### src/rtl/mem_wb_stage_if.sv
// MEM -> WB stage bus: pipeline control, MEM-stage results and the WB write-back outputs.
interface mem_wb_stage_if #(
  parameter int unsigned DATA_W = 32,
  parameter int unsigned CNT_W  = 32
);
  logic              stall;
  logic              flush;
  logic              valid_mem;
  logic              RegWrite_mem;
  logic              MemtoReg_mem;
  logic [2:0]        LoadType_mem;
  logic [4:0]        RegWriteAddr_mem;
  logic [DATA_W-1:0] AluResult_mem;
  logic [DATA_W-1:0] MemReadData_mem;

  logic              RegWrite_wb;
  logic [4:0]        RegWriteAddr_wb;
  logic [DATA_W-1:0] RegWriteData_wb;
  logic              valid_wb;
  logic [CNT_W-1:0]  retired_count;

  // Pipeline side: drives MEM results, observes the write-back bus.
  modport master (
    output stall, flush, valid_mem, RegWrite_mem, MemtoReg_mem, LoadType_mem,
           RegWriteAddr_mem, AluResult_mem, MemReadData_mem,
    input  RegWrite_wb, RegWriteAddr_wb, RegWriteData_wb, valid_wb, retired_count
  );

  // Stage side: consumes MEM results, produces the registered write-back bus.
  modport slave (
    input  stall, flush, valid_mem, RegWrite_mem, MemtoReg_mem, LoadType_mem,
           RegWriteAddr_mem, AluResult_mem, MemReadData_mem,
    output RegWrite_wb, RegWriteAddr_wb, RegWriteData_wb, valid_wb, retired_count
  );
endinterface

### src/rtl/mem_wb_stage.sv
// MEM/WB pipeline register: big-endian load extraction, registered write-back bus and a
// retired-instruction counter. Priority per edge: rst > flush > stall > load.
module mem_wb_stage #(
  parameter int unsigned DATA_W = 32,
  parameter int unsigned CNT_W  = 32
) (
  input logic           clk,
  input logic           rst,
  mem_wb_stage_if.slave bus
);

  typedef enum logic [2:0] {
    LdW  = 3'b000,
    LdB  = 3'b001,
    LdBu = 3'b010,
    LdH  = 3'b011,
    LdHu = 3'b100
  } load_type_e;

  logic [1:0]        w_off;
  logic [7:0]        w_byte;
  logic [15:0]       w_half;
  logic [DATA_W-1:0] w_ext;
  logic [DATA_W-1:0] w_wdata;
  logic              w_we;

  logic              r_valid;
  logic              r_we;
  logic [4:0]        r_addr;
  logic [DATA_W-1:0] r_data;
  logic [CNT_W-1:0]  r_cnt;

  // Select the addressed byte/halfword (byte 0 is the MSB) and extend it per load type.
  always_comb begin
    w_off = bus.AluResult_mem[1:0];
    w_byte = 8'h00;
    unique case (w_off)
      2'd0: w_byte = bus.MemReadData_mem[31:24];
      2'd1: w_byte = bus.MemReadData_mem[23:16];
      2'd2: w_byte = bus.MemReadData_mem[15:8];
      2'd3: w_byte = bus.MemReadData_mem[7:0];
    endcase
    w_half = w_off[1] ? bus.MemReadData_mem[15:0] : bus.MemReadData_mem[31:16];
    case (load_type_e'(bus.LoadType_mem))
      LdB:     w_ext = {{24{w_byte[7]}}, w_byte};
      LdBu:    w_ext = {24'h000000, w_byte};
      LdH:     w_ext = {{16{w_half[15]}}, w_half};
      LdHu:    w_ext = {16'h0000, w_half};
      default: w_ext = bus.MemReadData_mem;  // LW and reserved codes
    endcase
  end

  // Write-back data source and enable; a write to $0 is suppressed here so forwarding never sees it.
  always_comb begin
    w_wdata = bus.MemtoReg_mem ? w_ext : bus.AluResult_mem;
    w_we    = bus.RegWrite_mem & bus.valid_mem & (bus.RegWriteAddr_mem != 5'd0);
  end

  // WB register bank and retired counter.
  always_ff @(posedge clk) begin
    if (rst) begin
      r_valid <= 1'b0;
      r_we    <= 1'b0;
      r_addr  <= 5'd0;
      r_data  <= '0;
      r_cnt   <= '0;
    end else if (bus.flush) begin
      r_valid <= 1'b0;
      r_we    <= 1'b0;
      r_addr  <= 5'd0;
      r_data  <= '0;
    end else if (!bus.stall) begin
      r_valid <= bus.valid_mem;
      r_we    <= w_we;
      r_addr  <= bus.RegWriteAddr_mem;
      r_data  <= w_wdata;
      r_cnt   <= r_cnt + {{(CNT_W-1){1'b0}}, bus.valid_mem};
    end
  end

  assign bus.valid_wb        = r_valid;
  assign bus.RegWrite_wb     = r_we;
  assign bus.RegWriteAddr_wb = r_addr;
  assign bus.RegWriteData_wb = r_data;
  assign bus.retired_count   = r_cnt;

endmodule

### src/flat_wrapper.sv
// flat-port wrapper written by rule: the top's interface ports become plain ports
module mem_wb_stage_flat 
#(
  parameter int unsigned DATA_W = 32,
  parameter int unsigned CNT_W  = 32
)
  (clk, rst, bus_stall, bus_flush, bus_valid_mem, bus_RegWrite_mem, bus_MemtoReg_mem, bus_LoadType_mem, bus_RegWriteAddr_mem, bus_AluResult_mem, bus_MemReadData_mem, bus_RegWrite_wb, bus_RegWriteAddr_wb, bus_RegWriteData_wb, bus_valid_wb, bus_retired_count);
  mem_wb_stage_if #(.DATA_W(DATA_W), .CNT_W(CNT_W)) bus_i ();
  input logic clk;
  input logic rst;
  input wire logic [$bits(bus_i.stall)-1:0] bus_stall;
  input wire logic [$bits(bus_i.flush)-1:0] bus_flush;
  input wire logic [$bits(bus_i.valid_mem)-1:0] bus_valid_mem;
  input wire logic [$bits(bus_i.RegWrite_mem)-1:0] bus_RegWrite_mem;
  input wire logic [$bits(bus_i.MemtoReg_mem)-1:0] bus_MemtoReg_mem;
  input wire logic [$bits(bus_i.LoadType_mem)-1:0] bus_LoadType_mem;
  input wire logic [$bits(bus_i.RegWriteAddr_mem)-1:0] bus_RegWriteAddr_mem;
  input wire logic [$bits(bus_i.AluResult_mem)-1:0] bus_AluResult_mem;
  input wire logic [$bits(bus_i.MemReadData_mem)-1:0] bus_MemReadData_mem;
  output wire logic [$bits(bus_i.RegWrite_wb)-1:0] bus_RegWrite_wb;
  output wire logic [$bits(bus_i.RegWriteAddr_wb)-1:0] bus_RegWriteAddr_wb;
  output wire logic [$bits(bus_i.RegWriteData_wb)-1:0] bus_RegWriteData_wb;
  output wire logic [$bits(bus_i.valid_wb)-1:0] bus_valid_wb;
  output wire logic [$bits(bus_i.retired_count)-1:0] bus_retired_count;
  assign bus_i.stall = bus_stall;
  assign bus_i.flush = bus_flush;
  assign bus_i.valid_mem = bus_valid_mem;
  assign bus_i.RegWrite_mem = bus_RegWrite_mem;
  assign bus_i.MemtoReg_mem = bus_MemtoReg_mem;
  assign bus_i.LoadType_mem = bus_LoadType_mem;
  assign bus_i.RegWriteAddr_mem = bus_RegWriteAddr_mem;
  assign bus_i.AluResult_mem = bus_AluResult_mem;
  assign bus_i.MemReadData_mem = bus_MemReadData_mem;
  assign bus_RegWrite_wb = bus_i.RegWrite_wb;
  assign bus_RegWriteAddr_wb = bus_i.RegWriteAddr_wb;
  assign bus_RegWriteData_wb = bus_i.RegWriteData_wb;
  assign bus_valid_wb = bus_i.valid_wb;
  assign bus_retired_count = bus_i.retired_count;
  mem_wb_stage #(.DATA_W(DATA_W), .CNT_W(CNT_W)) u_core (.clk(clk), .rst(rst), .bus(bus_i));
endmodule
### config.mk
export PLATFORM = sky130hd
export DESIGN_NAME = mem_wb_stage_flat
export DESIGN_NICKNAME = d
export VERILOG_FILES = /design/src/rtl/mem_wb_stage_if.sv /design/src/rtl/mem_wb_stage.sv /design/src/flat_wrapper.sv
export SDC_FILE = /design/constraint.sdc
export NUM_CORES = 1
export LEC_CHECK = 0
export ABC_AREA = 1
export CAP_MARGIN = 20
export CORE_MARGIN = 2
export CORE_UTILIZATION = 50
export CTS_CLUSTER_DIAMETER = 80
export DETAILED_ROUTE_END_ITERATION = 12
export HOLD_SLACK_MARGIN = 0.05
export PLACE_DENSITY = 0.82
export SLEW_MARGIN = 20
export SYNTH_ARGS = -nofsm -noshare
export SYNTH_HDL_FRONTEND = slang
export SYNTH_SLANG_ARGS = --single-unit
### constraint.sdc
create_clock -name clk -period 3.7 [get_ports clk]
set_input_delay 0.74 -clock clk [delete_from_list [all_inputs] [get_ports clk]]
set_output_delay 0.74 -clock clk [all_outputs]
set_load 0.05 [all_outputs]
## Yosys cells after proc, flatten, opt, wreduce, memory -nomap -nowiden

Cells that the tools add are included.

| storage, ports and cells | value |
|---|---|
| register bits | 71 |
| input bits | 79 |
| word-level logic and storage cells | 25 |
| output and inout port bits | 71 |

| operators by class | value |
|---|---|
| reduce and logical (&&, ||, !) cells | 4 |
| equal/unequal tests | 7 |
| multiplexer cells | 4 |
| add/subtract/negate cells | 1 |
| bitwise gates (word level) | 4 |

Operator list:

| operator | number |
|---|---|
| $pmux W32 S4 | 1 |
| $add A32 B1 Y32 | 1 |
| $mux W32 | 1 |
| $pmux W8 S4 | 1 |
| $mux W16 | 1 |
| $eq A3 B2 Y1 const B | 2 |
| $reduce_bool A5 Y1 | 1 |
| $eq A2 B2 Y1 const B | 2 |
| $eq A3 B1 Y1 const B | 1 |
| $eq A3 B3 Y1 const B | 1 |
| $and A1 B1 Y1 | 2 |
| $eq A2 B1 Y1 const B | 1 |
| $logic_not A2 Y1 | 1 |
| $not A1 Y1 | 2 |
| $reduce_and A2 Y1 | 1 |
| $reduce_or A2 Y1 | 1 |

## Longest topological paths before layout

| depth | value |
|---|---|
| word-level depth | 4 |
| depth in mapped cells | 11 |
| gate-level depth less buffers | 11 |

## Worst setup path before layout

Ideal clock, no wire load.

| path | value |
|---|---|
| path type | input-to-reg |
| start | input bus_valid_mem |
| end | register u_core.r_cnt[22], in the netlist u_core.bus.retired_count[22] |
| cell stages on the path | 9 |
| slack | 1.671 ns |
| data required time | 3.572 ns |
| path buffers | 0 |
| library setup time | 0.128 ns |
| arrival | 1.901 ns |
| cells stage by stage | ha_1 > ha_1 > nand3_1 > nor2_4 > nand3_2 > nor2_2 > nand4_1 > nand2_1 > nor2_1 |

| on the way | value |
|---|---|
| cells in the longest elaborated chain, start to end | 1 |

Ends and longest elaborated chain:

| what | line | RTL |
|---|---|---|
| start: declaration | flat_wrapper.sv:13 | `input wire logic [$bits(bus_i.valid_mem)-1:0] bus_valid_mem;` |
| $add A32 B1 Y32 | mem_wb_stage.sv:77 | `r_cnt <= r_cnt + {{(CNT_W-1){1'b0}}, bus.valid_mem};` |
| end signal: assignment | mem_wb_stage.sv:77 |  |
| end: declaration | mem_wb_stage.sv:31 | `logic [CNT_W-1:0] r_cnt;` |

Every way passes these cells.
A chain may end at the register's enable or synchronous reset.

## Worst setup path in the final report

| path | value |
|---|---|
| start | input bus_AluResult_mem[1] |
| end | register u_core.r_data[19], in the netlist u_core.bus.RegWriteData_wb[19] |

| on the way | value |
|---|---|
| cells in the longest elaborated chain, start to end | 4 |
| elaborated cells on any way between the ends | 8 |
| classes of those cells | eq/ne (3); mux (4); reduce/logical (1) |

Ends and longest elaborated chain:

| what | line | RTL |
|---|---|---|
| start: declaration | flat_wrapper.sv:18 | `input wire logic [$bits(bus_i.AluResult_mem)-1:0] bus_AluResult_mem;` |
| $eq A2 B2 Y1 (tied with other cells) | mem_wb_stage.sv:37 | `unique case (w_off)` |
| $pmux W8 S4 | mem_wb_stage.sv:37 |  |
| $pmux W32 S4 (*) | mem_wb_stage.sv:44 | `case (load_type_e'(bus.LoadType_mem))` |
| $mux W32 (*) | mem_wb_stage.sv:55 | `w_wdata = bus.MemtoReg_mem ? w_ext : bus.AluResult_mem;` |
| end signal: assignment | mem_wb_stage.sv:76 | `r_data <= w_wdata;` |
| end: declaration | mem_wb_stage.sv:30 | `logic [DATA_W-1:0] r_data;` |

Every way passes the cells marked *; elsewhere a longest branch is shown, timed or not.

==> impl_metrics.json <==
{
  "reg2reg_slack_ns": 1.74,
  "io_pins": 150,
  "drcViolationCount": 0,
  "max_freq_ghz": 0.389,
  "ir_drop_mv": 0.218,
  "dpl_worst_slack_ns": 0.779,
  "clkSlewWorstSetupHoldPaths_ns": 0.09,
  "post_cts_buffers": 0,
  "core_sq_um": 8760,
  "leakagePower_nw": 2.42,
  "tightestPinTransition_ns": 0.882,
  "grt_setup_unrepaired": "no",
  "routabilityCongestion": 0.910,
  "wl_per_cell_microns": 15.5,
  "hold_violations": 0,
  "finalNetCount": 935,
  "fp-row-count": 34,
  "grt_pass1_wl_microns": 24200,
  "die_height_microns": 99.4,
  "synth-seq-cells": 71,
  "synth_edf_count": 0,
  "cpPeakStageDelay_ns": 0.72,
  "powerDensity_nw_per_um2": 323,
  "hold_path.class": "reg -> reg",
  "crit_buf_inv": 3,
  "syn_inst": 720,
  "synthesis.nets": 801,
  "cts_max_level": 3,
  "hpwlAfterDp_microns": 11000,
  "firstDrtPassIters": 5,
  "antenna_found_initial": 0,
  "netlist_area_sq_um": 4550,
  "clock-root-buffer": "clkbuf_8",
  "finalCritPeriodShare_pct": 69.4,
  "crit_fanout": 19,
  "grt.overflow.total": 0,
  "cts_tree": "yes",
  "clk_latency_ns": 0.36,
  "synthDistinctLibCells": 37,
  "fin_ws_ns": 1.13,
  "cts_num_sinks": 71,
  "cp-end-kind": "flip-flop",
  "maxSlewViolCount": 0,
  "ys.flop_type": "dfxtp_1",
  "slowest_stage": "clkdlybuf4s50_1",
  "reg2regPathDepth": 9,
  "startpoint_type": "primary input",
  "cts-resized-gates": 0,
  "die_area_sq_um": 9880,
  "grt.total_usage_pct": 30.4,
  "postCtsHoldBufs": 0,
  "ant_nets": 0,
  "cp_num_cells": 11,
  "min_period_ns": 2.57,
  "vias": 5327,
  "skew_ns": 0.00614,
  "total_power_w": 0.00204,
  "critPathLaunch": "bus_AluResult_mem[1]",
  "clock_path_buffers": 2,
  "slew_headroom_pct": 41.0,
  "grt_max_degree": 63,
  "yosys_warnings": 0,
  "cp_top_family": "buffers and inverters",
  "r2r-start": "u_core.bus.retired_count[0]$_SDFFE_PP0P_",
  "postLayoutCoreUtil_pct": 72.0,
  "design_area_sq_um": 6310,
  "vias_per_cell": 5.51,
  "cap_violations": 0,
  "die_width_microns": 99.4,
  "drive_gt1_share_pct": 12.0,
  "grt_pass1_vias": 4962,
  "worstPathArrival_ns": 2.79,
  "crit_end": "u_core.bus.RegWriteData_wb[19]$_SDFFE_PP0N_",
  "worstPathCellList": "clkdlybuf4s50_1, inv_2, nand2_2, nand2_1, nand2_2, nand3_4, nand2_2, inv_2, nand2_1, nand2_1, a21oi_1",
  "area_growth_pct": 38.7,
  "synthArstFlopShare_pct": 0,
  "routed_wl_microns": 14900,
  "finalSetupTns_ns": 0,
  "crit_required_ns": 3.92,
  "final_common_cell": "nand2_1",
  "ys_seq_area_share_pct": 31.3,
  "cts_buffers": 9,
  "diodes": 0,
  "synth.avg_cell_area_sq_um": 6.32,
  "finalSetupViolCount": 0,
  "drtIter0Drc": 291,
  "outcome": "completed",
  "placedInstanceArea_sq_um": 6060,
  "path_class": "in -> reg",
  "io_buffers": 149,
  "start_util_pct": 51.9,
  "r2r-end": "u_core.bus.retired_count[22]$_SDFFE_PP0P_",
  "final_cell_mix": "nand2_1 (186), clkdlybuf4s50_1 (149), a21oi_1 (83)"
}
stage by stage:
step                      cells  hold WS (ns)
after floorplan             720         0.675
after global placement      951         0.446
after detailed placement    951         0.460
after CTS                   967         0.473
after global routing        967         0.494
final                       967         0.474
registers in the layout (all words and copies together) (netlist names):
| name | cells |
|---|---|
| u_core.bus.RegWriteData_wb | 32 |
| u_core.bus.retired_count | 32 |
| u_core.bus.RegWriteAddr_wb | 5 |
| u_core.bus.RegWrite_wb | 1 |
| u_core.bus.valid_wb | 1 |
Yosys cell counts (5+ instances only):
cell / instances / area (sq um)
nor2_1: 76 / 285
nand3b_1: 6 / 45.0
clkbuf_1: 20 / 75.1
nand2_2: 27 / 169
dfxtp_1: 71 / 1420
nand2_1: 186 / 698
or2_2: 25 / 156
o21ai_0: 56 / 280
nand4_1: 8 / 50.1
nand3_1: 40 / 200
inv_1: 54 / 203
buf_2: 5 / 25.0
o211ai_1: 10 / 75.1
a21oi_1: 83 / 415
a21oi_2: 10 / 87.6
power breakdown:
group          internal, W  leakage [nW]  switching [W]
sequential        0.000784         0.577      0.0000130
clock             0.000459         0.126       0.000337
combinational     0.000180          1.72       0.000264
metal layers:
layer  track usage [%]  routed length, microns
met5                 0                       0
met4              11.3                     383
met3              4.99                    1290
met2              47.4                    6550
met1              42.6                    6720
worst min-delay path: stages (launching register included):
cell and delay, ns:
dfxtp_1 0.33, nand2_1 0.05, a21oi_1 0.05
cell families after synthesis:
logic type      after synthesis  share of synthesized area [%]
xor+xnor                      2                          0.385
simple gates                386                           39.2
fa+ha+maj                     2                          0.550
flops                        71                           31.3
buf+inv                      92                           8.58
compound gates              167                           20.1
worst min path at each step:
stage,slack [ns],end,depth (start not counted),startpoint
after floorplan,0.68,u_core.bus.valid_wb$_SDFFE_PP0N_,2,u_core.bus.valid_wb$_SDFFE_PP0N_
after global placement,0.45,u_core.bus.valid_wb$_SDFFE_PP0N_,2,u_core.bus.valid_wb$_SDFFE_PP0N_
after detailed placement,0.46,u_core.bus.valid_wb$_SDFFE_PP0N_,2,u_core.bus.valid_wb$_SDFFE_PP0N_
after CTS,0.47,u_core.bus.valid_wb$_SDFFE_PP0N_,2,u_core.bus.valid_wb$_SDFFE_PP0N_
after global routing,0.49,u_core.bus.valid_wb$_SDFFE_PP0N_,2,u_core.bus.valid_wb$_SDFFE_PP0N_
final,0.47,u_core.bus.valid_wb$_SDFFE_PP0N_,2,u_core.bus.valid_wb$_SDFFE_PP0N_
layout make-up:
type                            count  area [sq um]
Clock buffer                        9           124
Tap cell                          108           135
Fill cell                         750          2450
Multi-Input combinational cell    557          2740
Inverter                           60           226
Sequential cell                    71          1420
Clock inverter                      7           128
Timing Repair Buffer              155          1540
Power figures use the tool's default switching activity.
